<file path="src/rtl/mc_ctrl_fsm_if.sv">
`default_nettype none
// ============================================================================
//  Module      : mc_ctrl_fsm_if
//  Description : Control bundle between the multi-cycle sequencer and the
//                PC/IR/register-file/ALU datapath.
//                master  = sequencer (consumes opcode/funct/zero, drives
//                          state, enables, mux selects, illegal, instret)
//                slave   = datapath  (drives opcode/funct/zero, consumes
//                          everything else)
//  Revision    : 1.0  initial release
// ============================================================================
interface mc_ctrl_fsm_if #(
    parameter int CNT_W = 16
);
    logic [5:0]       opcode;
    logic [5:0]       funct;
    logic             zero;
    logic [2:0]       state;
    logic             pcwre;
    logic [1:0]       pcsrc;
    logic             irwre;
    logic             insmemrw;
    logic             regwre;
    logic             regdst;
    logic             alusrcb;
    logic             extsel;
    logic [2:0]       aluop;
    logic             mrd;
    logic             mwr;
    logic             dbdatasrc;
    logic             illegal;
    logic [CNT_W-1:0] instret;

    modport master (
        input  opcode, funct, zero,
        output state, pcwre, pcsrc, irwre, insmemrw, regwre, regdst,
               alusrcb, extsel, aluop, mrd, mwr, dbdatasrc, illegal, instret
    );

    modport slave (
        output opcode, funct, zero,
        input  state, pcwre, pcsrc, irwre, insmemrw, regwre, regdst,
               alusrcb, extsel, aluop, mrd, mwr, dbdatasrc, illegal, instret
    );
endinterface
`default_nettype wire

</file>
<file path="src/rtl/mc_ctrl_fsm.sv">
`default_nettype none
// ============================================================================
//  Module      : mc_ctrl_fsm
//  Description : Multi-cycle control sequencer (IF/ID/EXE/MEM/WB/HALT) for
//                the single-issue MIPS core. Outputs are decoded
//                combinationally from the current state and the latched
//                opcode/funct/zero; one PC-write pulse per retired
//                instruction, counted in instret.
//  Ports       : clk   - rising-edge clock
//                rst_n - asynchronous reset, active low
//                bus   - mc_ctrl_fsm_if.master (opcode/funct/zero in,
//                        state/enables/selects/illegal/instret out)
//  Revision    : 1.0  initial release
// ============================================================================
module mc_ctrl_fsm #(
    parameter int CNT_W = 16
) (
    input  logic           clk,
    input  logic           rst_n,
    mc_ctrl_fsm_if.master  bus
);
    typedef enum logic [2:0] {
        S_IF   = 3'b000,
        S_ID   = 3'b001,
        S_EXE  = 3'b010,
        S_MEM  = 3'b011,
        S_WB   = 3'b100,
        S_HALT = 3'b101
    } state_t;

    localparam logic [5:0] c_OP_RTYPE = 6'b000000;
    localparam logic [5:0] c_OP_ADDI  = 6'b001000;
    localparam logic [5:0] c_OP_LW    = 6'b100011;
    localparam logic [5:0] c_OP_SW    = 6'b101011;
    localparam logic [5:0] c_OP_BEQ   = 6'b000100;
    localparam logic [5:0] c_OP_J     = 6'b000010;
    localparam logic [5:0] c_OP_HALT  = 6'b111111;

    localparam logic [5:0] c_FN_ADD   = 6'b100000;
    localparam logic [5:0] c_FN_SUB   = 6'b100010;
    localparam logic [5:0] c_FN_AND   = 6'b100100;
    localparam logic [5:0] c_FN_OR    = 6'b100101;
    localparam logic [5:0] c_FN_SLT   = 6'b101010;

    localparam logic [2:0] c_ALU_ADD  = 3'b000;
    localparam logic [2:0] c_ALU_SUB  = 3'b001;
    localparam logic [2:0] c_ALU_AND  = 3'b010;
    localparam logic [2:0] c_ALU_OR   = 3'b011;
    localparam logic [2:0] c_ALU_SLT  = 3'b100;

    state_t           r_state;
    logic [CNT_W-1:0] r_instret;

    logic       w_is_rtype;
    logic       w_funct_ok;
    logic [2:0] w_r_aluop;
    logic       w_legal;
    logic       w_is_mem;

    logic       w_pcwre;
    logic [1:0] w_pcsrc;
    logic       w_irwre;
    logic       w_insmemrw;
    logic       w_regwre;
    logic       w_regdst;
    logic       w_alusrcb;
    logic       w_extsel;
    logic [2:0] w_aluop;
    logic       w_mrd;
    logic       w_mwr;
    logic       w_dbdatasrc;
    logic       w_illegal;

    // Instruction classification from the latched IR fields.
    always_comb begin
        w_is_rtype = (bus.opcode == c_OP_RTYPE);
        w_is_mem   = (bus.opcode == c_OP_LW) || (bus.opcode == c_OP_SW);
        w_funct_ok = 1'b1;
        w_r_aluop  = c_ALU_ADD;
        case (bus.funct)
            c_FN_ADD: w_r_aluop = c_ALU_ADD;
            c_FN_SUB: w_r_aluop = c_ALU_SUB;
            c_FN_AND: w_r_aluop = c_ALU_AND;
            c_FN_OR:  w_r_aluop = c_ALU_OR;
            c_FN_SLT: w_r_aluop = c_ALU_SLT;
            default:  w_funct_ok = 1'b0;
        endcase
        case (bus.opcode)
            c_OP_RTYPE:                       w_legal = w_funct_ok;
            c_OP_ADDI, c_OP_LW, c_OP_SW,
            c_OP_BEQ, c_OP_J, c_OP_HALT:      w_legal = 1'b1;
            default:                          w_legal = 1'b0;
        endcase
    end

    // Per-state control decode. PC write is raised only in the last state of
    // each instruction, so it doubles as the retire strobe.
    always_comb begin
        w_pcwre     = 1'b0;
        w_pcsrc     = 2'b00;
        w_irwre     = 1'b0;
        w_insmemrw  = 1'b0;
        w_regwre    = 1'b0;
        w_regdst    = 1'b0;
        w_alusrcb   = 1'b0;
        w_extsel    = 1'b0;
        w_aluop     = c_ALU_ADD;
        w_mrd       = 1'b0;
        w_mwr       = 1'b0;
        w_dbdatasrc = 1'b0;
        w_illegal   = 1'b0;
        case (r_state)
            S_IF: begin
                w_irwre    = 1'b1;
                w_insmemrw = 1'b1;
            end
            S_ID: begin
                if (!w_legal) begin
                    // Unknown encoding retires as a NOP through PC+4.
                    w_pcwre   = 1'b1;
                    w_illegal = 1'b1;
                end else if (bus.opcode == c_OP_J) begin
                    w_pcwre = 1'b1;
                    w_pcsrc = 2'b10;
                end
            end
            S_EXE: begin
                if (bus.opcode == c_OP_BEQ) begin
                    w_aluop = c_ALU_SUB;
                    w_pcwre = 1'b1;
                    w_pcsrc = bus.zero ? 2'b01 : 2'b00;
                end else if (w_is_rtype) begin
                    w_aluop = w_r_aluop;
                end else begin
                    w_alusrcb = 1'b1;
                    w_extsel  = 1'b1;
                end
            end
            S_MEM: begin
                w_alusrcb = 1'b1;
                if (bus.opcode == c_OP_SW) begin
                    w_mwr   = 1'b1;
                    w_pcwre = 1'b1;
                end else begin
                    w_mrd = 1'b1;
                end
            end
            S_WB: begin
                w_regwre    = 1'b1;
                w_pcwre     = 1'b1;
                w_regdst    = w_is_rtype;
                w_dbdatasrc = (bus.opcode == c_OP_LW);
            end
            default: ;
        endcase
    end

    always_ff @(posedge clk or negedge rst_n) begin
        if (!rst_n) begin
            r_state   <= S_IF;
            r_instret <= '0;
        end else begin
            case (r_state)
                S_IF: r_state <= S_ID;
                S_ID: begin
                    if (!w_legal || bus.opcode == c_OP_J)
                        r_state <= S_IF;
                    else if (bus.opcode == c_OP_HALT)
                        r_state <= S_HALT;
                    else
                        r_state <= S_EXE;
                end
                S_EXE: begin
                    if (bus.opcode == c_OP_BEQ)
                        r_state <= S_IF;
                    else if (w_is_mem)
                        r_state <= S_MEM;
                    else
                        r_state <= S_WB;
                end
                S_MEM:   r_state <= (bus.opcode == c_OP_LW) ? S_WB : S_IF;
                S_WB:    r_state <= S_IF;
                S_HALT:  r_state <= S_HALT;
                default: r_state <= S_IF;
            endcase
            if (w_pcwre)
                r_instret <= r_instret + CNT_W'(1);
        end
    end

    assign bus.state     = r_state;
    assign bus.pcwre     = w_pcwre;
    assign bus.pcsrc     = w_pcsrc;
    assign bus.irwre     = w_irwre;
    assign bus.insmemrw  = w_insmemrw;
    assign bus.regwre    = w_regwre;
    assign bus.regdst    = w_regdst;
    assign bus.alusrcb   = w_alusrcb;
    assign bus.extsel    = w_extsel;
    assign bus.aluop     = w_aluop;
    assign bus.mrd       = w_mrd;
    assign bus.mwr       = w_mwr;
    assign bus.dbdatasrc = w_dbdatasrc;
    assign bus.illegal   = w_illegal;
    assign bus.instret   = r_instret;
endmodule
`default_nettype wire

</file>
<file path="src/flat_wrapper.sv">
// flat-port wrapper written by rule: the top's interface ports become plain ports
module mc_ctrl_fsm_flat 
#(
    parameter int CNT_W = 16
)
  (clk, rst_n, bus_opcode, bus_funct, bus_zero, bus_state, bus_pcwre, bus_pcsrc, bus_irwre, bus_insmemrw, bus_regwre, bus_regdst, bus_alusrcb, bus_extsel, bus_aluop, bus_mrd, bus_mwr, bus_dbdatasrc, bus_illegal, bus_instret);
  mc_ctrl_fsm_if #(.CNT_W(CNT_W)) bus_i ();
  input  logic clk;
  input  logic rst_n;
  input wire logic [$bits(bus_i.opcode)-1:0] bus_opcode;
  input wire logic [$bits(bus_i.funct)-1:0] bus_funct;
  input wire logic [$bits(bus_i.zero)-1:0] bus_zero;
  output wire logic [$bits(bus_i.state)-1:0] bus_state;
  output wire logic [$bits(bus_i.pcwre)-1:0] bus_pcwre;
  output wire logic [$bits(bus_i.pcsrc)-1:0] bus_pcsrc;
  output wire logic [$bits(bus_i.irwre)-1:0] bus_irwre;
  output wire logic [$bits(bus_i.insmemrw)-1:0] bus_insmemrw;
  output wire logic [$bits(bus_i.regwre)-1:0] bus_regwre;
  output wire logic [$bits(bus_i.regdst)-1:0] bus_regdst;
  output wire logic [$bits(bus_i.alusrcb)-1:0] bus_alusrcb;
  output wire logic [$bits(bus_i.extsel)-1:0] bus_extsel;
  output wire logic [$bits(bus_i.aluop)-1:0] bus_aluop;
  output wire logic [$bits(bus_i.mrd)-1:0] bus_mrd;
  output wire logic [$bits(bus_i.mwr)-1:0] bus_mwr;
  output wire logic [$bits(bus_i.dbdatasrc)-1:0] bus_dbdatasrc;
  output wire logic [$bits(bus_i.illegal)-1:0] bus_illegal;
  output wire logic [$bits(bus_i.instret)-1:0] bus_instret;
  assign bus_i.opcode = bus_opcode;
  assign bus_i.funct = bus_funct;
  assign bus_i.zero = bus_zero;
  assign bus_state = bus_i.state;
  assign bus_pcwre = bus_i.pcwre;
  assign bus_pcsrc = bus_i.pcsrc;
  assign bus_irwre = bus_i.irwre;
  assign bus_insmemrw = bus_i.insmemrw;
  assign bus_regwre = bus_i.regwre;
  assign bus_regdst = bus_i.regdst;
  assign bus_alusrcb = bus_i.alusrcb;
  assign bus_extsel = bus_i.extsel;
  assign bus_aluop = bus_i.aluop;
  assign bus_mrd = bus_i.mrd;
  assign bus_mwr = bus_i.mwr;
  assign bus_dbdatasrc = bus_i.dbdatasrc;
  assign bus_illegal = bus_i.illegal;
  assign bus_instret = bus_i.instret;
  mc_ctrl_fsm #(.CNT_W(CNT_W)) u_core (.clk(clk), .rst_n(rst_n), .bus(bus_i));
endmodule
</file>
<file path="config.mk">
export PLATFORM = sky130hd
export DESIGN_NAME = mc_ctrl_fsm_flat
export DESIGN_NICKNAME = d
export VERILOG_FILES = /design/src/rtl/mc_ctrl_fsm_if.sv /design/src/rtl/mc_ctrl_fsm.sv /design/src/flat_wrapper.sv
export SDC_FILE = /design/constraint.sdc
export NUM_CORES = 1
export LEC_CHECK = 0
export BUFFER_PORTS_ARGS = -buffer_cell sky130_fd_sc_hd__buf_2
export CELL_PAD_IN_SITES_DETAIL_PLACEMENT = 2
export CELL_PAD_IN_SITES_GLOBAL_PLACEMENT = 2
export CORE_MARGIN = 2
export CORE_UTILIZATION = 31
export CTS_BUF_LIST = sky130_fd_sc_hd__clkbuf_4
export DETAILED_ROUTE_END_ITERATION = 12
export GPL_ROUTABILITY_DRIVEN = 0
export PLACE_DENSITY_LB_ADDON = 0.1
export SLEW_MARGIN = 25
export SYNTH_ARGS = -nofsm -noshare
export SYNTH_HDL_FRONTEND = slang
export SYNTH_SLANG_ARGS = --single-unit
</file>
<file path="constraint.sdc">
create_clock -name clk -period 2.8 [get_ports clk]
set_input_delay 0 -clock clk [delete_from_list [all_inputs] [get_ports clk]]
set_output_delay 0 -clock clk [all_outputs]
set_load 0.01 [all_outputs]
</file>
## After elaboration in Yosys (flattened, before gate mapping)

Index checks and enable logic that the tools add are counted.

- Bits in registers: 19
- Input bits: 15
- Output and inout bits: 35
- Logic and storage cells: 61

- $add $sub $neg: 1
- Eq/ne operators: 16
- Muxes and demuxes: 35
- Reduce and logical (&&, ||, !) cells: 7

Operators by type and width:

| cell | number |
|---|---|
| $eq A6 B6 Y1 const B | 8 |
| $mux W3 | 8 |
| $mux W1 | 18 |
| $add A16 B1 Y16 const B | 1 |
| $pmux W3 S5 | 1 |
| $pmux W3 S4 | 1 |
| $eq A3 B2 Y1 const B | 2 |
| $eq A3 B3 Y1 const B | 2 |
| $eq A6 B2 Y1 const B | 1 |
| $eq A6 B3 Y1 const B | 1 |
| $eq A6 B4 Y1 const B | 1 |
| $logic_not A6 Y1 | 1 |
| $mux W2 | 3 |
| $reduce_or A6 Y1 | 1 |
| $reduce_or A5 Y1 | 1 |
| $pmux W1 S2 | 2 |
| $pmux W1 S4 | 1 |
| $pmux W2 S2 | 1 |
| $eq A3 B1 Y1 const B | 1 |
| $logic_not A3 Y1 | 1 |
| $logic_or A1 B1 Y1 | 2 |
| $logic_not A1 Y1 | 1 |

## Depth between registers and ports, before layout

- Depth in word-level cells: 8
- Gate-level depth with buffers: 7
- Mapped depth without buffers: 6

## Least setup slack after synthesis

No wires, ideal clock.

- Path kind: register to register
- From: register u_core.r_state[1], in the netlist u_core.bus.state[1]
- To: register u_core.r_instret[6], in the netlist u_core.bus.instret[6]
- Library setup time: 0.127 ns
- Data arrival time: 1.615 ns
- Required time: 2.673 ns
- Path slack: 1.059 ns
- Stages on the path, launching flop included: 7
- Buffers on the path: 1
- Period minus slack after synthesis: 1.741 ns
- Path through: dfrtp_1 nor3b_1 o21ai_0 nor3_2 buf_6 o211ai_2 xnor2_1

- Longest elaborated chain between the ends: 2
- Elaborated cells on any way between the ends: 5
- Those cells by class: eq/ne: 4; mux: 1

Ends and longest elaborated chain:

| what | RTL line | text |
|---|---|---|
| start: declaration | mc_ctrl_fsm.sv:51 | `state_t r_state;` |
| start signal: assignment | mc_ctrl_fsm.sv:181 | `S_MEM: r_state <= (bus.opcode == c_OP_LW) ? S_WB : S_IF;` |
| $eq A3 B3 Y1 (tied with other cells) | mc_ctrl_fsm.sv:112 | `case (r_state)` |
| $pmux W1 S4 (*) | mc_ctrl_fsm.sv:112 |  |
| end signal: assignment | mc_ctrl_fsm.sv:187 | `r_instret <= r_instret + CNT_W'(1);` |
| end: declaration | mc_ctrl_fsm.sv:52 | `logic [CNT_W-1:0] r_instret;` |

Mark *: on every way between the ends. The rest lies on a longest branch, timed or not.
A chain may end at the register's enable or synchronous reset.

## Worst setup path after layout

- From: register u_core.r_state[0], in the netlist u_core.bus.state[0]
- To: output bus_pcwre

- Longest elaborated chain between the ends: 2
- Elaborated cells on any way between the ends: 5
- Those cells by class: eq/ne: 4; mux: 1

Ends and longest elaborated chain:

| what | RTL line | text |
|---|---|---|
| $eq A3 B3 Y1 (tied with other cells) | mc_ctrl_fsm.sv:112 |  |
| $pmux W1 S4 (*) | mc_ctrl_fsm.sv:112 |  |
| end: declaration | flat_wrapper.sv:14 | `output wire logic [$bits(bus_i.pcwre)-1:0] bus_pcwre;` |

Marked as above.

==> impl_metrics.json <==
{
  "htreeDepth": 1,
  "p_clk_share_pct": 15.4,
  "drt_wl_total_mm": 3.69,
  "ir_worst_vdd_uv": 184,
  "die_area_um2": 4670,
  "antenna_found_initial": 0,
  "dr.pass1.iters": 3,
  "portBuffers": 49,
  "synth_area_um2": 1280,
  "die_height_um": 68.4,
  "fin_hold_ws_ns": 0.102,
  "layout-drive-gt1-share_pct": 40.4,
  "ys.flop_type": "dfrtp_1",
  "final_core_util_pct": 40.2,
  "rows": 23,
  "worstHoldPathType": "primary input to register",
  "grt_pass1_wl_mm": 6.09,
  "clk_pin_slew_ns": 0.12,
  "power_frac_seq_pct": 41.1,
  "die-width_um": 68.4,
  "area_growth_pct": 25.3,
  "core_area_um2": 4000,
  "grt_max_degree": 20,
  "yosys_register_bits": 19,
  "swShare_pct": 42.5,
  "cts_resized": 0,
  "multi_input_area_um2": 752,
  "initial_core_util_pct": 32.1,
  "async_flop_share_pct": 100,
  "placedInstanceArea_um2": 1570,
  "required_ns": 2.80,
  "routed_via_density": 5.32,
  "cp.arrival_ns": 2.13,
  "min_from": "bus_funct[1]",
  "wire_per_inst_um": 15.8,
  "cts-root-buf": "clkbuf_4",
  "drtIter0Drc": 32,
  "grt_pass1_vias": 1267,
  "dp.cells": 228,
  "yosys_warnings": 0,
  "fin_nets": 200,
  "worst-setup-path-type": "register to output port",
  "power_leakage_uw": 0.000819,
  "avgSynthCellArea_um2": 9.73,
  "fin_area_um2": 1610,
  "cts_tree": "built",
  "overflow": 0,
  "cp-end-kind": "output port",
  "cp_max_fo": 16,
  "num_vias": 1240,
  "power_frac_comb_pct": 43.5,
  "num_io_pins": 50,
  "setup_violations": 0,
  "hpwl_mm": 2.90,
  "fin_crit_ns": 2.13,
  "fin_setup_tns_ns": 0,
  "synth.distinct_cells": 38,
  "synth_nets": 148,
  "finalNonFillerCells": 233,
  "drv_slew": 0,
  "numCtsBuffers": 3,
  "ys_seq_area_share_pct": 37.0,
  "cts_num_sinks": 19,
  "synth_edf_count": 0,
  "fill_cells": 458,
  "fin_crit_sh_pct": 75.9,
  "fin_skew_ns": 0.00853,
  "tightest_slew_ns": 0.820,
  "max-cap-violations": 0,
  "p_switching_uw": 437,
  "powerDensity_nw_per_um2": 639,
  "syn_inst": 132,
  "post-route-drc-count": 0,
  "ant_nets": 0,
  "status": "finished, final reports clean",
  "rsz0062_at_grt": "no",
  "cp-startpoint": "u_core.bus.state[0]$_DFF_PN0_",
  "r2r-start": "u_core.bus.state[0]$_DFF_PN0_",
  "max_freq_mhz": 471,
  "grt_use_total_pct": 17.5,
  "internal_power_uw": 591,
  "worstSkewPairLatency_ns": 0.31,
  "cp-start-kind": "register",
  "antenna_cells": 0,
  "ff_latch_area_um2": 475,
  "hold_viol_final": 0,
  "max_slew_margin_pct": 45.2,
  "clockBufferDepth": 2
}
-- flip-flops by register name, summed over array words and instances (netlist names) --
| signal | count |
|---|---|
| u_core.bus.state | 3 |
| u_core.bus.instret | 16 |
-- cells in the mapped netlist, types with 2 or more instances --
library cell	number	area, um^2
and4_1	2	17.5
nor3b_1	3	22.5
nand2_1	7	26.3
dfrtp_1	19	475
and3_1	6	37.5
o22ai_1	2	12.5
mux2_2	2	22.5
nand2b_1	3	18.8
clkbuf_1	2	7.51
xnor2_1	15	131
buf_6	2	22.5
o21ai_2	3	26.3
nand3_1	3	15.0
inv_1	5	18.8
and2_1	4	25.0
nor3_2	2	20.0
nor2_1	11	41.3
o2111ai_1	5	43.8
nor3_1	5	25.0
o211ai_2	6	75.1
a21oi_1	3	15.0
o21ai_0	6	30.0
-- critical path, stage by stage, from the launching register on --
cell and delay (ns):
dfrtp_1 0.62, nor3b_1 0.29, o21ai_0 0.20, nor3_2 0.14, buf_4 0.26, nor2_2 0.10
inv_1 0.08, buf_2 0.12
-- power by group through the flow --
stage	Sequential [uW]	Combinational (uW)	Clock, uW
after floorplan	423	295	0
after global placement	423	436	0
after detailed placement	429	458	0
after CTS	423	460	163
after global routing	435	500	179
final	422	447	159
-- final timing paths --
| check | to | slack [ns] | depth (start not counted) |
|---|---|---|---|
| max in group asynchronous | u_core.bus.instret[12]$_DFFE_PN0P_ | 2.35 | 2 |
| worst max-delay path | bus_pcwre | 0.67 | 7 |
| worst min-delay path | u_core.bus.state[1]$_DFF_PN0_ | 0.10 | 4 |
| worst max register to register | u_core.bus.instret[1]$_DFFE_PN0P_ | 0.78 | 6 |
| worst min register to register | u_core.bus.instret[15]$_DFFE_PN0P_ | 0.49 | 1 |
| min in group asynchronous | u_core.bus.instret[4]$_DFFE_PN0P_ | 0.14 | 2 |
-- kinds of logic after synthesis --
group	after synthesis	share of synthesized area, %
simple gates	55	26.5
compound gates	29	18.3
flops	19	37.0
xor+xnor	15	10.2
buf+inv	10	4.39
mux	3	2.53
fa+ha+maj	1	0.975
-- area by class of cell --
class / instances / share of cell area, %
clock buffers: 4 / 1.87
inverters: 5 / 1.17
multi-input cells: 103 / 46.7
flip-flops and latches: 19 / 29.5
well taps: 50 / 3.89
repair buffers: 52 / 16.8
-- layer usage --
layer | wire [um] | GRT usage (%)
met4 | 79 | 7.50
met2 | 1850 | 30.8
met5 | 0 | 0
met3 | 156 | 3.62
met1 | 1600 | 20.3
-- cell usage in the layout, fill, tap and decap left out, drive strengths merged --
cell type	netlist	final
a211oi	1	1
a21oi	3	3
and2	4	4
and3	7	7
and3b	1	1
and4	2	2
and4b	1	1
buf	3	51
clkbuf	2	4
dfrtp	19	19
dlygate4sd3	0	1
ha	1	1
inv	5	5
mux2	2	2
mux2i	1	1
nand2	7	7
nand2b	3	3
nand3	3	3
nand4	1	1
nand4b	2	2
nor2	12	12
nor3	7	7
nor3b	3	3
nor4	2	2
o2111ai	5	5
o211ai	7	7
o21a	1	1
o21ai	10	10
o22ai	2	2
xnor2	15	15
-- through the flow --
stage                     worst slack [ns]  power, uW
after CTS                            0.631       1050
after floorplan                       1.06        718
final                                0.675       1030
after detailed placement             0.698        887
after global placement               0.798        859
after global routing                 0.445       1110
-- repair_timing --
item / CTS / global route
endpoints found under the hold margin: 19 / 0
hold buffers: 1 / 0
setup endpoints to repair: 0 / 0
buffers inserted: 0 / 0
Power figures use the tool's default switching activity.
